===== config.mk =====
export PLATFORM = sky130hd
export DESIGN_NAME = mem_slave_resp
export DESIGN_NICKNAME = d
export VERILOG_FILES = /design/src/rtl/mem_slave_resp.sv
export SDC_FILE = /design/constraint.sdc
export NUM_CORES = 1
export LEC_CHECK = 0
export CAP_MARGIN = 5
export CORE_ASPECT_RATIO = 0.7
export CORE_MARGIN = 2
export CORE_UTILIZATION = 52
export DETAILED_ROUTE_END_ITERATION = 12
export PLACE_DENSITY = 0.83
export SLEW_MARGIN = 40
export SYNTH_ARGS = -nofsm -noshare
export SYNTH_HDL_FRONTEND = slang
export SYNTH_SLANG_ARGS = --single-unit

===== constraint.sdc =====
create_clock -name clk -period 3.7 [get_ports clk]
set_input_delay 0.925 -clock clk [delete_from_list [all_inputs] [get_ports clk]]
set_output_delay 0.925 -clock clk [all_outputs]
set_load 0.01 [all_outputs]

===== src/rtl/mem_slave_resp.sv =====
// Synthesizable register-file target for one cross_bar slave port: one request at a time,
// WAIT_CYCLES wait states, single-cycle ack. Optional out-of-range error response: RESP_ERR_EN.
module mem_slave_resp #(
   parameter int unsigned ADDR_W      = 32,
   parameter int unsigned DATA_W      = 32,
   parameter int unsigned DEPTH_LOG2  = 4,
   parameter int unsigned WAIT_CYCLES = 2
) (
   input  logic              clk,
   input  logic              reset,
   input  logic              req,
   input  logic [ADDR_W-1:0] addr,
   input  logic              cmd,
   input  logic [DATA_W-1:0] wdata,
   output logic              ack,
   output logic [DATA_W-1:0] rdata_tr
`ifdef RESP_ERR_EN
   ,
   output logic              err
`endif
);

   localparam int unsigned DEPTH = 1 << DEPTH_LOG2;
   localparam int unsigned CNT_W = 4;

   typedef enum logic [1:0] {S_IDLE, S_WAIT, S_ACK} state_t;

   state_t                  state, next_state;
   logic [CNT_W-1:0]        cnt, cnt_d;
   logic                    cap;
   logic [DEPTH_LOG2-1:0]   idx_q;
   logic                    cmd_q;
   logic                    oor_q;
   logic [DATA_W-1:0]       wdata_q;
   logic [DATA_W-1:0]       mem [DEPTH];

   logic [DEPTH_LOG2-1:0]   in_idx, cur_idx;
   logic                    in_oor, cur_oor;
   logic                    cur_cmd;
   logic [DATA_W-1:0]       cur_wdata;
   logic                    fire;
   logic                    wr_fire;
   logic                    rd_fire;
   logic                    unused_addr;

   assign in_idx      = addr[DEPTH_LOG2-1:0];
   assign unused_addr = ^addr;
`ifdef RESP_ERR_EN
   assign in_oor = |addr[ADDR_W-2:DEPTH_LOG2];
`else
   assign in_oor = 1'b0;
`endif

   // With zero wait cycles the request completes on its capture edge, so use the live bus in IDLE
   assign cur_idx   = (state == S_IDLE) ? in_idx : idx_q;
   assign cur_oor   = (state == S_IDLE) ? in_oor : oor_q;
   assign cur_cmd   = (state == S_IDLE) ? cmd    : cmd_q;
   assign cur_wdata = (state == S_IDLE) ? wdata  : wdata_q;

   assign fire    = (next_state == S_ACK);
   assign wr_fire = fire && cur_cmd && !cur_oor && !reset;
   assign rd_fire = fire && !cur_cmd;

   // Next-state and wait counter
   always_comb begin
      next_state = state;
      cnt_d      = cnt;
      cap        = 1'b0;
      case (state)
         S_IDLE: begin
            if (req) begin
               cap        = 1'b1;
               cnt_d      = CNT_W'(WAIT_CYCLES);
               next_state = (WAIT_CYCLES == 0) ? S_ACK : S_WAIT;
            end
         end
         S_WAIT: begin
            cnt_d = cnt - CNT_W'(1);
            if (cnt == CNT_W'(1)) next_state = S_ACK;
         end
         S_ACK: begin
            cnt_d      = '0;
            next_state = S_IDLE;
         end
         default: next_state = S_IDLE;
      endcase
   end

   // State, holding registers and registered outputs
   always_ff @(posedge clk or posedge reset) begin
      if (reset) begin
         state    <= S_IDLE;
         cnt      <= '0;
         idx_q    <= '0;
         cmd_q    <= 1'b0;
         oor_q    <= 1'b0;
         wdata_q  <= '0;
         ack      <= 1'b0;
         rdata_tr <= '0;
`ifdef RESP_ERR_EN
         err      <= 1'b0;
`endif
      end else begin
         state <= next_state;
         cnt   <= cnt_d;
         ack   <= fire;
         if (cap) begin
            idx_q   <= in_idx;
            cmd_q   <= cmd;
            oor_q   <= in_oor;
            wdata_q <= wdata;
         end
         if (rd_fire) rdata_tr <= cur_oor ? DATA_W'(32'hDEADBEEF) : mem[cur_idx];
`ifdef RESP_ERR_EN
         err <= fire && cur_oor;
`endif
      end
   end

   // Storage is intentionally not reset
   always_ff @(posedge clk) begin
      if (wr_fire) mem[cur_idx] <= cur_wdata;
   end

endmodule


# ---- Word level (Yosys, flattened, before mapping)
# Memories as Yosys holds them, arrays and structs flattened. A register that Yosys moved wholly into a read port is not among the register bits.
# Index checks and enable logic that the tools add are counted.
dict set report totals {
  elab_cells 33
  mem_bits_rw 512
  memories 1
  out_inout_bits 33
  ff_bits 44
}
# name depth width read_ports rd_ports_with_merged_regs write_ports line
set mem_list {}
lappend mem_list {mem 16 32 1 1 1 35} ;# logic [DATA_W-1:0] mem [DEPTH];
dict set report op_classes {
  mux 12
  n_eq_ne 5
  reduce_logical 8
  n_addsub 1
}
# cell n
set op_table {}
lappend op_table {{$mux 32} 1}
lappend op_table {{$pmux 4 s3} 1}
lappend op_table {{$mux 4} 2}
lappend op_table {{$mux 1} 5}
lappend op_table {{$eq 2x2->1 const B} 2}
lappend op_table {{$eq 4x1->1 const B} 1}
lappend op_table {{$mux 2} 2}
lappend op_table {{$pmux 2 s2} 1}
lappend op_table {{$sub 4x1->4 const B} 1}
lappend op_table {{$logic_and 1x1->1} 3}
lappend op_table {{$reduce_bool 3->1} 1}
lappend op_table {{$eq 2x1->1 const B} 1}
lappend op_table {{$logic_not 1->1} 2}
lappend op_table {{$logic_not 2->1} 1}
lappend op_table {{$ne 2x2->1 const B} 1}
lappend op_table {{$reduce_and 2->1} 1}

# ---- Longest topological paths before layout
# Gate-level depths: netlist of the first run.
dict set report depth {
  depth_word 8
  depth_mapped 11
  ltp_nobuf 7
}

# ---- Worst setup path after synthesis of the first run
# OpenSTA, ideal clock, no wires.
dict set report synth_path {
  path_type {input to register}
  startpoint {in req}
  endpoint {mem mem[0][0], enable pin}
  slack_ns -0.123
  t_arrival_ns 3.402
  stages 7
  path_cell_list {nor2b_1 -> o21ai_1 -> a222oi_1 -> buf_2 -> buf_2 -> nand3_1 -> nor2_1}
}
dict set report synth_via {
  elab_chain_cells 7
}
# element line
set synth_rtl {}
lappend synth_rtl {{start: declaration} 11} ;# input logic req,
lappend synth_rtl {{$mux 2} 71} ;# if (req) begin
lappend synth_rtl {{$pmux 2 s2} 69} ;# case (state)
lappend synth_rtl {{$eq 2x2->1} 60} ;# assign fire = (next_state == S_ACK);
lappend synth_rtl {{named net fire} 41} ;# logic fire;
lappend synth_rtl {{$logic_and 1x1->1 (2 in a row)} 61} ;# assign wr_fire = fire && cur_cmd && !cur_oor && !reset;
lappend synth_rtl {{$mux 1} 122} ;# if (wr_fire) mem[cur_idx] <= cur_wdata;
lappend synth_rtl {{$mux 1 (not written as such)} 122}
lappend synth_rtl {{end: declaration} 35}
# The timed path passes the listed nets, and every way through them passes these cells.

# ---- Final worst setup path of the first run
dict set report layout_path {
  startpoint {reg state[0]}
  endpoint {reg rdata_tr[27], read port of mem}
}
dict set report layout_via {
  elab_chain_cells 4
  word_cells_on_any_way 10
  cone_classes {eq/ne (2); mux (5); reduce/logical (3)}
}
# element line
set layout_rtl {}
lappend layout_rtl {{start: declaration} 28} ;# state_t state, next_state;
lappend layout_rtl {{start signal: assignment} 104} ;# state <= next_state;
lappend layout_rtl {{$eq 2x1->1, or another cell as far along} 69}
lappend layout_rtl {{$pmux 2 s2 or $mux 1 (tied branches)} {69, 57}}
lappend layout_rtl {{$eq 2x2->1 or $logic_not 1->1 (tied branches)} {60, 62}}
lappend layout_rtl {{$logic_and 1x1->1} 62} ;# assign rd_fire = fire && !cur_cmd;
lappend layout_rtl {{end: declaration} 16} ;# output logic [DATA_W-1:0] rdata_tr
# Parallel ways exist; a longest one is shown, timed or not.
# A chain may end at the register's enable or synchronous reset.

==> results of run 1 <==
## area by class of cell
cell class | count | area (µm²)
fillers | 3669 | 20700
flip-flops and latches | 588 | 17300
multi-input cells | 1045 | 9330
repair buffers | 172 | 2160
clock buffers | 72 | 1450
well taps | 684 | 856
clock inverters | 24 | 277
inverters | 7 | 28.8
diodes | 1 | 2.50
## worst register-to-register path, delay by kind of cell, from the launching register on
family          cells  cell delay [ns]
simple gates        1             0.32
flops               1             0.43
fa+ha+maj           1             0.46
compound gates      4             1.45
buf+inv             2             0.48
## layout by cell type (no fill, tap or decap), types with 2 or more instances in the layout
master / instances
sky130_fd_sc_hd__o21ai_0: 6
sky130_fd_sc_hd__clkbuf_16: 53
sky130_fd_sc_hd__a32oi_4: 2
sky130_fd_sc_hd__clkbuf_8: 5
sky130_fd_sc_hd__edfxtp_1: 512
sky130_fd_sc_hd__nand3_1: 5
sky130_fd_sc_hd__nor2b_4: 2
sky130_fd_sc_hd__ha_1: 5
sky130_fd_sc_hd__buf_4: 45
sky130_fd_sc_hd__nor2b_1: 2
sky130_fd_sc_hd__a21o_1: 33
sky130_fd_sc_hd__nor2_4: 16
sky130_fd_sc_hd__nor3_1: 2
sky130_fd_sc_hd__nand2b_1: 2
sky130_fd_sc_hd__clkbuf_1: 14
sky130_fd_sc_hd__nor2_1: 7
sky130_fd_sc_hd__nor4bb_1: 232
sky130_fd_sc_hd__o31a_1: 32
sky130_fd_sc_hd__dfrtp_4: 2
sky130_fd_sc_hd__and4bb_2: 23
sky130_fd_sc_hd__mux2_2: 68
sky130_fd_sc_hd__nand2_1: 13
sky130_fd_sc_hd__a2111oi_1: 3
sky130_fd_sc_hd__bufinv_16: 6
sky130_fd_sc_hd__clkdlybuf4s50_1: 72
sky130_fd_sc_hd__o22ai_1: 64
sky130_fd_sc_hd__a31o_1: 106
sky130_fd_sc_hd__clkinv_1: 2
sky130_fd_sc_hd__a21boi_0: 126
sky130_fd_sc_hd__a2111oi_0: 125
sky130_fd_sc_hd__buf_12: 55
sky130_fd_sc_hd__inv_1: 6
sky130_fd_sc_hd__a21boi_1: 2
sky130_fd_sc_hd__dfrtp_1: 74
sky130_fd_sc_hd__a31o_2: 150
sky130_fd_sc_hd__clkinv_2: 13
sky130_fd_sc_hd__clkinvlp_4: 2
## cells by family (layout without fill, tap and decap cells)
logic type	count (synthesis)	in the layout	share of synthesized area, %
other	0	1	0
AO/OA/AOI/OAI	657	657	19.6
flip-flops	588	588	63.1
adder cells (fa/ha/maj)	6	6	0.274
buffers and inverters	223	275	3.61
multiplexers	70	70	2.87
AND/OR/NAND/NOR	312	312	10.5
## routing by layer
layer | GRT usage [%] | up-vias | routed length (µm)
met5 | 0 | - | 0
met4 | 9.93 | 0 | 2600
met3 | 4.48 | 222 | 8080
met2 | 43.2 | 1195 | 34700
met1 | 37.2 | 9479 | 29200
li1 | - | 7861 | -
## synth_stat cells (8+ instances only)
| library cell | n |
|---|---|
| sky130_fd_sc_hd__edfxtp_1 | 512 |
| sky130_fd_sc_hd__nor4bb_1 | 232 |
| sky130_fd_sc_hd__a31o_2 | 150 |
| sky130_fd_sc_hd__clkbuf_1 | 145 |
| sky130_fd_sc_hd__a21boi_0 | 126 |
| sky130_fd_sc_hd__a2111oi_0 | 125 |
| sky130_fd_sc_hd__a31o_1 | 106 |
| sky130_fd_sc_hd__dfrtp_1 | 76 |
| sky130_fd_sc_hd__mux2_2 | 68 |
| sky130_fd_sc_hd__o22ai_1 | 64 |
| sky130_fd_sc_hd__buf_2 | 44 |
| sky130_fd_sc_hd__a21o_1 | 34 |
| sky130_fd_sc_hd__o31a_1 | 32 |
| sky130_fd_sc_hd__and4bb_2 | 23 |
| sky130_fd_sc_hd__nor2_1 | 23 |
| sky130_fd_sc_hd__nand2_1 | 14 |
| sky130_fd_sc_hd__buf_1 | 9 |
| sky130_fd_sc_hd__buf_4 | 8 |
## power groups by stage
stage / Combinational [mW] / Clock [mW] / Sequential, mW
floorplan: 6.20 / 0 / 9.06
global placement: 8.72 / 0 / 9.27
detailed placement: 9.09 / 0 / 9.32
CTS: 9.16 / 5.59 / 9.18
global route: 9.88 / 5.86 / 9.25
finish: 9.33 / 5.53 / 9.19
## state kept, by name, summed over array words and instances (netlist names)
register,count
ack,1
state,2
mem,512
rdata_tr,32
wdata_q,32
cnt,4
cmd_q,1
idx_q,4
## worst paths after layout
check	startpoint	end	slack, ns	depth (start not counted)
max	state[0]	rdata_tr[27]	0.44	8
min	wdata_q[11]	wdata_q[11]	0.50	1
max reg2reg	state[0]	rdata_tr[27]	0.44	8
min reg2reg	wdata_q[11]	wdata_q[11]	0.50	1
max in group asynchronous	reset	wdata_q[6]	2.13	3
min in group asynchronous	reset	wdata_q[2]	0.85	2
## through the flow
step / utilization (%) / hold WS (ns) / TNS [ns] / worst slack, ns
6_report: 60.2 / 0.502 / 0 / 0.441
3_3_place_gp: 56.9 / 0.483 / 0 / 0.192
3_5_place_dp: 56.9 / 0.489 / 0 / 0.0731
5_1_grt: 60.2 / 0.519 / 0 / 0.200
2_1_floorplan: - / 0.464 / -61.82 / -0.123
4_1_cts: 60.2 / 0.505 / 0 / 0.481
==> results.txt, run 1 <==
----------------------------------------------------
[Logic synthesis]
  Unique cell type count in the Yosys netlist ... 46
  Ranking of synthesized cells by area ... sky130_fd_sc_hd__edfxtp_1, sky130_fd_sc_hd__nor4bb_1, sky130_fd_sc_hd__dfrtp_1, sky130_fd_sc_hd__a31o_2, sky130_fd_sc_hd__a2111oi_0
  Cell count after synthesis ... 1856
  Async set-or-reset flop fraction in the synthesized netlist ... 12.9%
  Predominant post-synthesis flop cell ... sky130_fd_sc_hd__edfxtp_1
  Net count of the mapped netlist ... 1930
  FF+latch count, synth ... 588
  Synth warn ... 0
  Sequential-to-total area share from yosys stat ... 63.1%
  Library cell with the largest summed area after synthesis ... sky130_fd_sc_hd__edfxtp_1
  Syn Area/Cell ... 14.8 µm²
  Number of enable-type register cells in the synthesized netlist ... 512
  Share of the synthesized area in the top cell type ... 56.2%
  Mapped cell area ... 27400 µm²

[Pwr]
  Power per Cell Area ... 766 nW/µm²
  Post-layout power ... 24.1 mW
  Worst IR drop on VDD ... 0.535 mV
  Flop pwr share ... 38.2%
  Share of total power in combinational logic ... 38.8%
  Power dissipated by switching net loads ... 8.61 mW
  Switch share ... 35.8%
  Part of the power in the clock network ... 23.0%
  Leakage power of the design ... 10.3 nW
  Internal power ... 15.4 mW

[Outcome]
  Status ... complete, no violations

[Drt]
  Detailed Route WL ... 74600 µm
  Via count ... 18.8k
  Average routed wire per standard cell ... 28.8 µm
  Post-route ant nets ... 0
  Number of remaining DRC errors ... 0
  Number of iterations in the first detailed-routing pass ... 5
  Drt via density ... 7.23
  First DRT Iteration DRCs ... 2606

[Timing]
  Clock Skews ... 0.0196 ns
  Number of failing hold endpoints at the final stage ... 0
  Final Critical Period ... 3.26 ns
  RSZ-0062 raised after global routing ... false
  Number of setup violations in the final report ... 0
  Final clock period utilization by the worst path ... 88.1%
  Max-slew violation total from the final report ... 0
  Fmax ... 307 MHz
  Actual transition at the worst max-transition pin ... 0.775 ns
  Remaining max-slew budget at the tightest pin ... 48.3%

[Clocking]
  CTS resizes ... 0
  TritonCTS Sinks ... 588
  Number of buffers inserted by hold repair at cts ... 0
  Clock tree from TritonCTS ... done
  Clock tree buffer depth ... 3
  Worst-skew pair later-pin latency ... 0.59 ns
  Clock buffers created by TritonCTS ... 52
  Setup Buffers After CTS ... 0
  CTS clk-pin slew, worst paths ... 0.07 ns
  H-tree depth ... 2
  Clock Tree Root ... sky130_fd_sc_hd__clkbuf_16

[Critical path]
  Crit start category ... flop
  Peak per-stage delay on the critical path ... 0.58 ns
  Critical path data required time ... 4.16 ns
  Critical-path top delay cell ... sky130_fd_sc_hd__a2111oi_0
  CP Data Arrival Time ... 3.72 ns
  Crit path kind ... reg -> reg
  Cells along the critical path ... inv_1, ha_4, nand3b_1, buf_12, a21boi_0, a2111oi_0, o22ai_1, o31a_1
  Endpoint class of the critical path ... flop
  Critical Path Fanout Max ... 68
  Top delay family on crit path ... compound AO/OA/AOI/OAI gates
  Worst path bufs/invs ... 2

[Placement]
  IO buf count ... 72
  Post-detail-place hpwl ... 40500 µm
  Placed cell count ... 2496
  Last weighted congestion value of the routability-driven placer ... 0.789
  Dpl cell area ... 29700 µm²

[Floorplanning]
  Number of placement rows ... 70
  Die Y ... 196 µm
  Top-level port count ... 101
  Width of the chip ... 278 µm
  Standard cell core area ... 52100 µm²
  Starting density of the core ... 52.5%
  Die Area ... 54500 µm²

[GRT]
  Total routing usage reported by global routing ... 26.9%
  Largest net degree at the start of global routing ... 95
  Global-route wire length before repair ... 112000 µm
  Remaining global-route overflow ... 0
  Initial antenna violation count ... 0
  Via count of the first global-routing pass ... 18.7k

[Final layout]
  Total number of nets in the final design ... 1940
  Final std cell area, no fill ... 31400 µm²
  Fraction of final layout cells with drive strength greater than 1 ... 23.7%
  Area overhead of the layout relative to synthesis ... 14.6%
  Non-filler instance count after layout ... 2593

[Flow run]
  Maximum capacitance violations ... 0

[Worst hold path]
  Min-Delay Path Class ... reg -> reg

----------------------------------------------------
Power figures use the tool's default switching activity.
==> inputs of run 2 (changes only) <==
CORE_UTILIZATION = 55   (was 52)
PLACE_DENSITY = 0.87   (was 0.83)
==> run 2 against run 1 <==
Wire length grew 0.98%. Largest power group unchanged. Worst hold slack improved by 0.0032 ns. Largest cell class unchanged. Fmax shrank 2.6%. Worst setup slack got worse by 0.088 ns. Register-to-register slack got worse by 0.09 ns. First-iteration DRC count is 1.8% higher. Combinational power up 0.4%. Sequential power decreased by 0.5%. Cell area shrank 0.41%. Clock skew fell by 0.00085 ns.
==> results.txt, run 2 (same netlist as run 1, synthesis figures left out) <==
----------------------------------------------------
[Timing]
  Number of failing hold endpoints at the final stage ... 0 (unchanged)
  Worst path setup slack after routing ... 0.353 ns (was 0.441 ns)
  Max-slew violation total from the final report ... 0 (unchanged)
  Actual transition at the worst max-transition pin ... 0.813 ns (was 0.775 ns)
  Final clock period utilization by the worst path ... 90.4% (was 88.1%)
  Number of setup violations in the final report ... 0 (unchanged)
  RSZ-0062 raised after global routing ... false (unchanged)
  Final Critical Period ... 3.35 ns (was 3.26 ns)
  Final-layout worst hold slack ... 0.505 ns (was 0.502 ns)
  Clock Skews ... 0.0188 ns (was 0.0196 ns)
  Fmax ... 299 MHz (was 307 MHz)
  Remaining max-slew budget at the tightest pin ... 45.8% (was 48.3%)

[Clocking]
  Clock tree buffer depth ... 3 (unchanged)
  Worst-skew pair later-pin latency ... 0.61 ns (was 0.59 ns)
  Number of buffers inserted by hold repair at cts ... 0 (unchanged)
  Clock tree from TritonCTS ... done (unchanged)
  H-tree depth ... 2 (unchanged)
  Setup Buffers After CTS ... 0 (unchanged)
  CTS resizes ... 0 (unchanged)
  TritonCTS Sinks ... 588 (unchanged)
  Clock Tree Root ... sky130_fd_sc_hd__clkbuf_16 (unchanged)
  Clock buffers created by TritonCTS ... 54 (was 52)
  CTS clk-pin slew, worst paths ... 0.06 ns (was 0.07 ns)

[Outcome]
  Status ... complete, no violations (unchanged)

[Drt]
  Via count ... 18.9k (was 18.8k)
  First DRT Iteration DRCs ... 2652 (was 2606)
  Post-route ant nets ... 0 (unchanged)
  Number of iterations in the first detailed-routing pass ... 6 (was 5)
  Average routed wire per standard cell ... 29.4 µm (was 28.8 µm)
  Detailed Route WL ... 75300 µm (was 74600 µm)
  Drt via density ... 7.36 (was 7.23)
  Number of remaining DRC errors ... 0 (unchanged)

[GRT]
  Largest net degree at the start of global routing ... 130 (was 95)
  Remaining global-route overflow ... 0 (unchanged)
  Via count of the first global-routing pass ... 18.9k (was 18.7k)
  Initial antenna violation count ... 0 (unchanged)
  Total routing usage reported by global routing ... 28.7% (was 26.9%)
  Global-route wire length before repair ... 113000 µm (was 112000 µm)

[Critical path]
  Crit start category ... flop (unchanged)
  Endpoint class of the critical path ... flop (unchanged)
  Critical Path Fanout Max ... 55 (was 68)
  Crit path kind ... reg -> reg (unchanged)
  Critical path data required time ... 4.20 ns (was 4.16 ns)
  CP Data Arrival Time ... 3.85 ns (was 3.72 ns)

[Final layout]
  Total number of nets in the final design ... 1926 (was 1940)
  Fraction of final layout cells with drive strength greater than 1 ... 23.2% (was 23.7%)
  Registers with the most flip-flops ... mem x512, rdata_tr x32, wdata_q x32 (unchanged)
  Area overhead of the layout relative to synthesis ... 14.2% (was 14.6%)
  Commonest cells after routing, fill and taps aside ... sky130_fd_sc_hd__edfxtp_1, sky130_fd_sc_hd__nor4bb_1, sky130_fd_sc_hd__a31o_2 (unchanged)
  Largest Register ... mem (unchanged)
  Commonest non-fill, non-tap cell in the layout ... sky130_fd_sc_hd__edfxtp_1 (unchanged)
  Max FFs per register ... 512 (unchanged)

[Placement]
  IO buf count ... 72 (unchanged)
  Setup slack after placement ... 0.0625 ns (was 0.0731 ns)
  Last weighted congestion value of the routability-driven placer ... 0.787 (was 0.789)
  Post-detail-place hpwl ... 39600 µm (was 40500 µm)

[Pwr]
  Leakage power of the design ... 10.3 nW (about the same)
  Worst IR drop on VDD ... 0.720 mV (was 0.535 mV)
  Power per Cell Area ... 773 nW/µm² (was 766 nW/µm²)

[Floorplanning]
  Standard cell core area ... 49300 µm² (was 52100 µm²)
  Die Area ... 51600 µm² (was 54500 µm²)
  Top-level port count ... 101 (unchanged)
  Number of placement rows ... 68 (was 70)
  Width of the chip ... 271 µm (was 278 µm)
  Die Y ... 191 µm (was 196 µm)
  Starting density of the core ... 55.6% (was 52.5%)

[Flow run]
  Maximum capacitance violations ... 0 (unchanged)

[Worst hold path]
  Min-Delay Path Class ... reg -> reg (unchanged)

----------------------------------------------------
[run 2: critical path, stage by stage (launching register included)]
cell	delay (ns)
sky130_fd_sc_hd__dfrtp_1	0.43
sky130_fd_sc_hd__inv_1	0.14
sky130_fd_sc_hd__ha_4	0.46
sky130_fd_sc_hd__buf_12	0.33
sky130_fd_sc_hd__buf_4	0.39
sky130_fd_sc_hd__nor4bb_1	0.11
sky130_fd_sc_hd__a31o_2	0.22
sky130_fd_sc_hd__a2111oi_0	0.60
sky130_fd_sc_hd__o22ai_1	0.24
sky130_fd_sc_hd__o31a_1	0.28
[run 2: routing by layer]
layer	vias up	wire length, µm	GRT usage, %
li1	7841	-	-
met1	9394	28100	38.0
met2	1377	35400	46.1
met3	264	8780	6.27
met4	0	2940	12.6
met5	-	0	0
[run 2: where the power goes]
| part | internal [mW] | switching, mW |
|---|---|---|
| Clock | 3.15 | 2.51 |
| Sequential | 8.66 | 0.483 |
| Combinational | 3.58 | 5.79 |
[run 2: metrics by stage]
step	TNS, ns	utilization (%)	std cells	power (mW)	area (µm²)
finish	0	63.5	2564	24.2	31300
floorplan	-61.82	-	1856	15.3	27400
CTS	0	63.4	2563	24.0	31300
global placement	0	59.8	2461	17.9	29500
detailed placement	0	59.8	2461	18.4	29500
global route	0	63.5	2563	25.1	31300
[run 2: final timing paths]
path | start | to | slack (ns) | depth (start not counted)
setup / recovery | state[0] | rdata_tr[8] | 0.35 | 9
hold / removal | wdata_q[4] | wdata_q[4] | 0.50 | 1
setup reg to reg | state[0] | rdata_tr[8] | 0.35 | 9
hold reg to reg | wdata_q[4] | wdata_q[4] | 0.50 | 1
max in group asynchronous | reset | wdata_q[15] | 2.20 | 3
min in group asynchronous | reset | cnt[3] | 0.81 | 2
[run 2: final cells by class]
type / instances / area [µm²]
Timing Repair Buffer: 156 / 1990
Clock inverter: 30 / 329
Antenna cell: 1 / 2.50
Tap cell: 665 / 832
Sequential cell: 588 / 17300
Multi-Input combinational cell: 1045 / 9340
Inverter: 7 / 28.8
Fill cell: 3284 / 18000
Clock buffer: 72 / 1460
==> patch 1 (settings of run 2) <==
Add a define of `RESP_ERR_EN`.
--- a/src/rtl/mem_slave_resp.sv
+++ b/src/rtl/mem_slave_resp.sv
@@ -1,5 +1,7 @@
 // Synthesizable register-file target for one cross_bar slave port: one request at a time,
 // WAIT_CYCLES wait states, single-cycle ack. Optional out-of-range error response: RESP_ERR_EN.
+`define RESP_ERR_EN
+
 module mem_slave_resp #(
    parameter int unsigned ADDR_W      = 32,
    parameter int unsigned DATA_W      = 32,
Formal check against the unedited RTL (old outputs only; new: err): not equivalent (a bounded check fails within 4 cycles, from zero or initial values and one cycle with reset high).
==> patch 1 against run 2 <==
- area after synthesis down 16%
- core utilization up 2.3 points
- final area down 14%
- combinational power down 22%
- routed wire length down 26%
- largest power group is now sequential cells
- worst setup slack better by 0.15 ns
- sequential share of layout area up 8.9 points
- clock power down 3%
- sequential cell count up 2
- total power down 10%
- critical endpoint is now rdata_tr[3]
- critical path type unchanged
==> patch 1: results (changes against run 2) <==
----------------------------------------------------
[Status]
  Outcome ... finished clean

[Finish]
  Share of final-layout standard cells stronger than drive strength 1 ... 26.2% (+3.0 points)
  Post-layout nets ... 1394 (-28%)

[Critical path]
  Register-to-Register Path Depth ... 8 (-1)
  Last element of the critical path ... rdata_tr[3]
  Slowest CP cell ... sky130_fd_sc_hd__mux4_2
  Critical Path AT ... 3.66 ns (-0.19 ns)
  Maximum fanout count along the critical path ... 62 (+13%)
  Family of cells with the greatest summed delay on the critical path ... multiplexers
  CP max stage delay ... 0.58 ns (-0.02 ns)

[Power and ir drop]
  Leakage power total ... 8.90 nW (-13%)

[Synth]
  Adder and majority gate portion of the synthesized area ... 0.328% (+0.054 points)
  Portion of the post-synthesis area used by sequential elements ... 75.6% (+13 points)
  Library cells used by synthesis ... 40 (-13%)
  Complex-gate fraction of the synthesized area ... 4.19% (-15 points)
  Post-Synthesis Mean Instance Area ... 19.6 sq um (+33%)
  Synth top cells by count ... sky130_fd_sc_hd__edfxtp_1, sky130_fd_sc_hd__mux4_2, sky130_fd_sc_hd__nand2_1
  Largest cells by area after synthesis ... sky130_fd_sc_hd__edfxtp_1, sky130_fd_sc_hd__mux4_2, sky130_fd_sc_hd__dfrtp_1
  Multiplexer fraction of the synthesized cell area ... 14.6% (+12 points)

[Worst hold path]
  Beginning of the worst hold path ... wdata_q[20]

[Place]
  Number of I/O port buffers ... 100 (+39%)
  Placed instance area ... 0.0253 sq mm (-14%)
  Placed wire-length estimate ... 30800 um (-22%)

[Drt]
  Total wirelength of the detailed-routed design ... 55800 um (-26%)
  Drt pass-1 iters ... 5 (-1)
  Avg Vias per Cell ... 6.53 (-11%)

[Timing]
  Clock period minus final worst setup slack ... 3.20 ns (-0.147 ns)
  Worst Hold Margin ... 0.501 ns (-0.00416 ns)
  Final setup skew ... 0.0232 ns (+0.00440 ns)
  Slew headroom ... 41.2% (-4.6 points)

[CTS]
  Clock insertion delay at the later pin of the skew report ... 0.59 ns (-0.02 ns)
  TritonCTS Buffers ... 51 (-5.6%)

[Global routing]
  Wire length of the first global-routing pass ... 82800 um (-27%)
  GRT Overall Usage ... 26.4% (-2.3 points)

----------------------------------------------------
## patch 1: routing by layer
layer | track usage, % | routed length [um]
met2 | 43.7 | 28000
met3 | 4.18 | 5330
met4 | 8.73 | 1910
met5 | 0 | 0
met1 | 36.3 | 20600
## patch 1: report_power, final
part	total, W	leakage, nW	internal [W]	switching [W]
logic	0.00728	2.58	0.00302	0.00425
clock network	0.00550	0.859	0.00314	0.00235
registers	0.00894	5.47	0.00870	0.000249
total	0.0217	8.90	0.0149	0.00685
## patch 1: cell type report
cell class	instances	area, sq um
clock buffer	70	1430
clock inverter	26	307
fill	2516	14000
inverter	6	25.0
multi-input combinational	507	5400
sequential	590	17300
tap	544	681
timing repair buffer	164	1820
## patch 1: logic make-up (layout without fill, tap and decap cells)
| logic type | after synthesis | after routing |
|---|---|---|
| mux | 186 | 186 |
| fa+ha+maj | 6 | 6 |
| simple gates | 189 | 189 |
| flops | 590 | 590 |
| compound gates | 126 | 126 |
| buf+inv | 72 | 266 |
==> patch 2 (flow settings as in run 2) <==
Made on the original files. Reset style: synchronous (`reset`), changed in one clocked block.
--- a/src/rtl/mem_slave_resp.sv
+++ b/src/rtl/mem_slave_resp.sv
@@ -87,7 +87,7 @@
    end
 
    // State, holding registers and registered outputs
-   always_ff @(posedge clk or posedge reset) begin
+   always_ff @(posedge clk) begin
       if (reset) begin
          state    <= S_IDLE;
          cnt      <= '0;
Behaviour: differs if reset is asserted again (counterexample within 4 cycles, from zero or initial values and one cycle with reset high); with reset held inactive, the same outputs for 4 cycles.
==> patch 2 against run 2 <==
- final area fell by 17%
- area after synthesis fell by 18%
- routed wire length fell by 31%
- hold slack got worse by 0.051 ns
- count of clock-buffer cells in the layout fell by 3
- worst setup slack got worse by 0.046 ns
- via count fell by 35%
- sequential cell count did not move
Power is not compared: it rests on default switching activity, and its combinational part moved more than twofold at a synthesized area within 25%.
==> patch 2: results (changes against run 2) <==
----------------------------------------------------
[Synth]
  Share of flip-flops with an asynchronous set or reset ... 0% (-13 points)
  Syn_nets ... 1286 (-33%)
  Number of instances in the synthesized netlist ... 1212 (-35%)
  Largest cells by area after synthesis ... sky130_fd_sc_hd__edfxtp_1, sky130_fd_sc_hd__mux4_2, sky130_fd_sc_hd__dfxtp_1
  Synth top cells by count ... sky130_fd_sc_hd__edfxtp_1, sky130_fd_sc_hd__mux4_2, sky130_fd_sc_hd__nand2_1

[Timing]
  Least-Margin Pin Slew ... 0.689 ns (-0.124 ns)

[Global routing]
  Met2 demand-to-capacity share in global routing ... 38.8% (-7.3 points)
  Met1 demand-to-capacity share in global routing ... 34.4% (-3.6 points)
  Global routing met3 resource utilization ... 5.34% (-0.93 points)
  Wire length of the first global-routing pass ... 77100 um (-32%)
  Largest net degree at the start of global routing ... 50 (-62%)

[Critical path]
  Critical Path AT ... 3.60 ns (-0.25 ns)
  Maximum fanout count along the critical path ... 23 (-58%)

[Place]
  Routability congestion estimate from global placement ... 0.771 (-2.1%)
  Post-Place Worst Slack ... 0.0787 ns (+0.0162 ns)
  Placed wire-length estimate ... 29200 um (-26%)

[Finish]
  Share of final-layout standard cells stronger than drive strength 1 ... 21.8% (-1.4 points)
  Layout overhead on the synthesized area ... 16.2%
  Repair and plain buffers ... 138 (-12%)
  Layout multi-input combinational cell count ... 546 (-48%)
  Fill cell instance count of the final layout ... 2552 (-22%)
  Non-Clock Inverter Count ... 4 (-3)

[Power and ir drop]
  Power after layout ... around 0.014 W

[Worst hold path]
  Cell depth of the worst hold path ... 2 (+1)

[Drt]
  1st-iter DRT viols ... 1378 (-48%)
  Met2 WL post-DR ... 24800 um (-30%)
  Drt pass-1 iters ... 7 (+1)

[Status]
  Outcome ... finished clean

----------------------------------------------------
## patch 2: changes by cell type in the layout (fill, tap and decap cells not counted), sizes merged, moves of 33 or more
cell	before	now
nand2	14	84
dfrtp	76	0
nor4bb	232	1
a21oi	2	74
a2111oi	128	0
mux2	68	33
mux4	0	96
dfxtp	0	76
a31o	256	0
mux2i	2	68
a21o	34	1
a21boi	128	0
## patch 2: critical path: cells and delay by family (launching register included)
kind / cells / cell delay, ns
buf+inv: 3 / 1.00
simple gates: 3 / 0.96
fa+ha+maj: 1 / 0.49
flops: 1 / 0.36
mux: 1 / 0.18
## patch 2: cell families (layout without fill, tap and decap cells)
group	Yosys count	after routing	share of synthesized area, %
AO/OA/AOI/OAI	184	184	5.22
adder cells (fa/ha/maj)	6	6	0.335
buffers and inverters	78	236	1.81
flip-flops	588	588	75.3
multiplexers	197	197	14.4
other	0	1	0
AND/OR/NAND/NOR	159	159	2.93
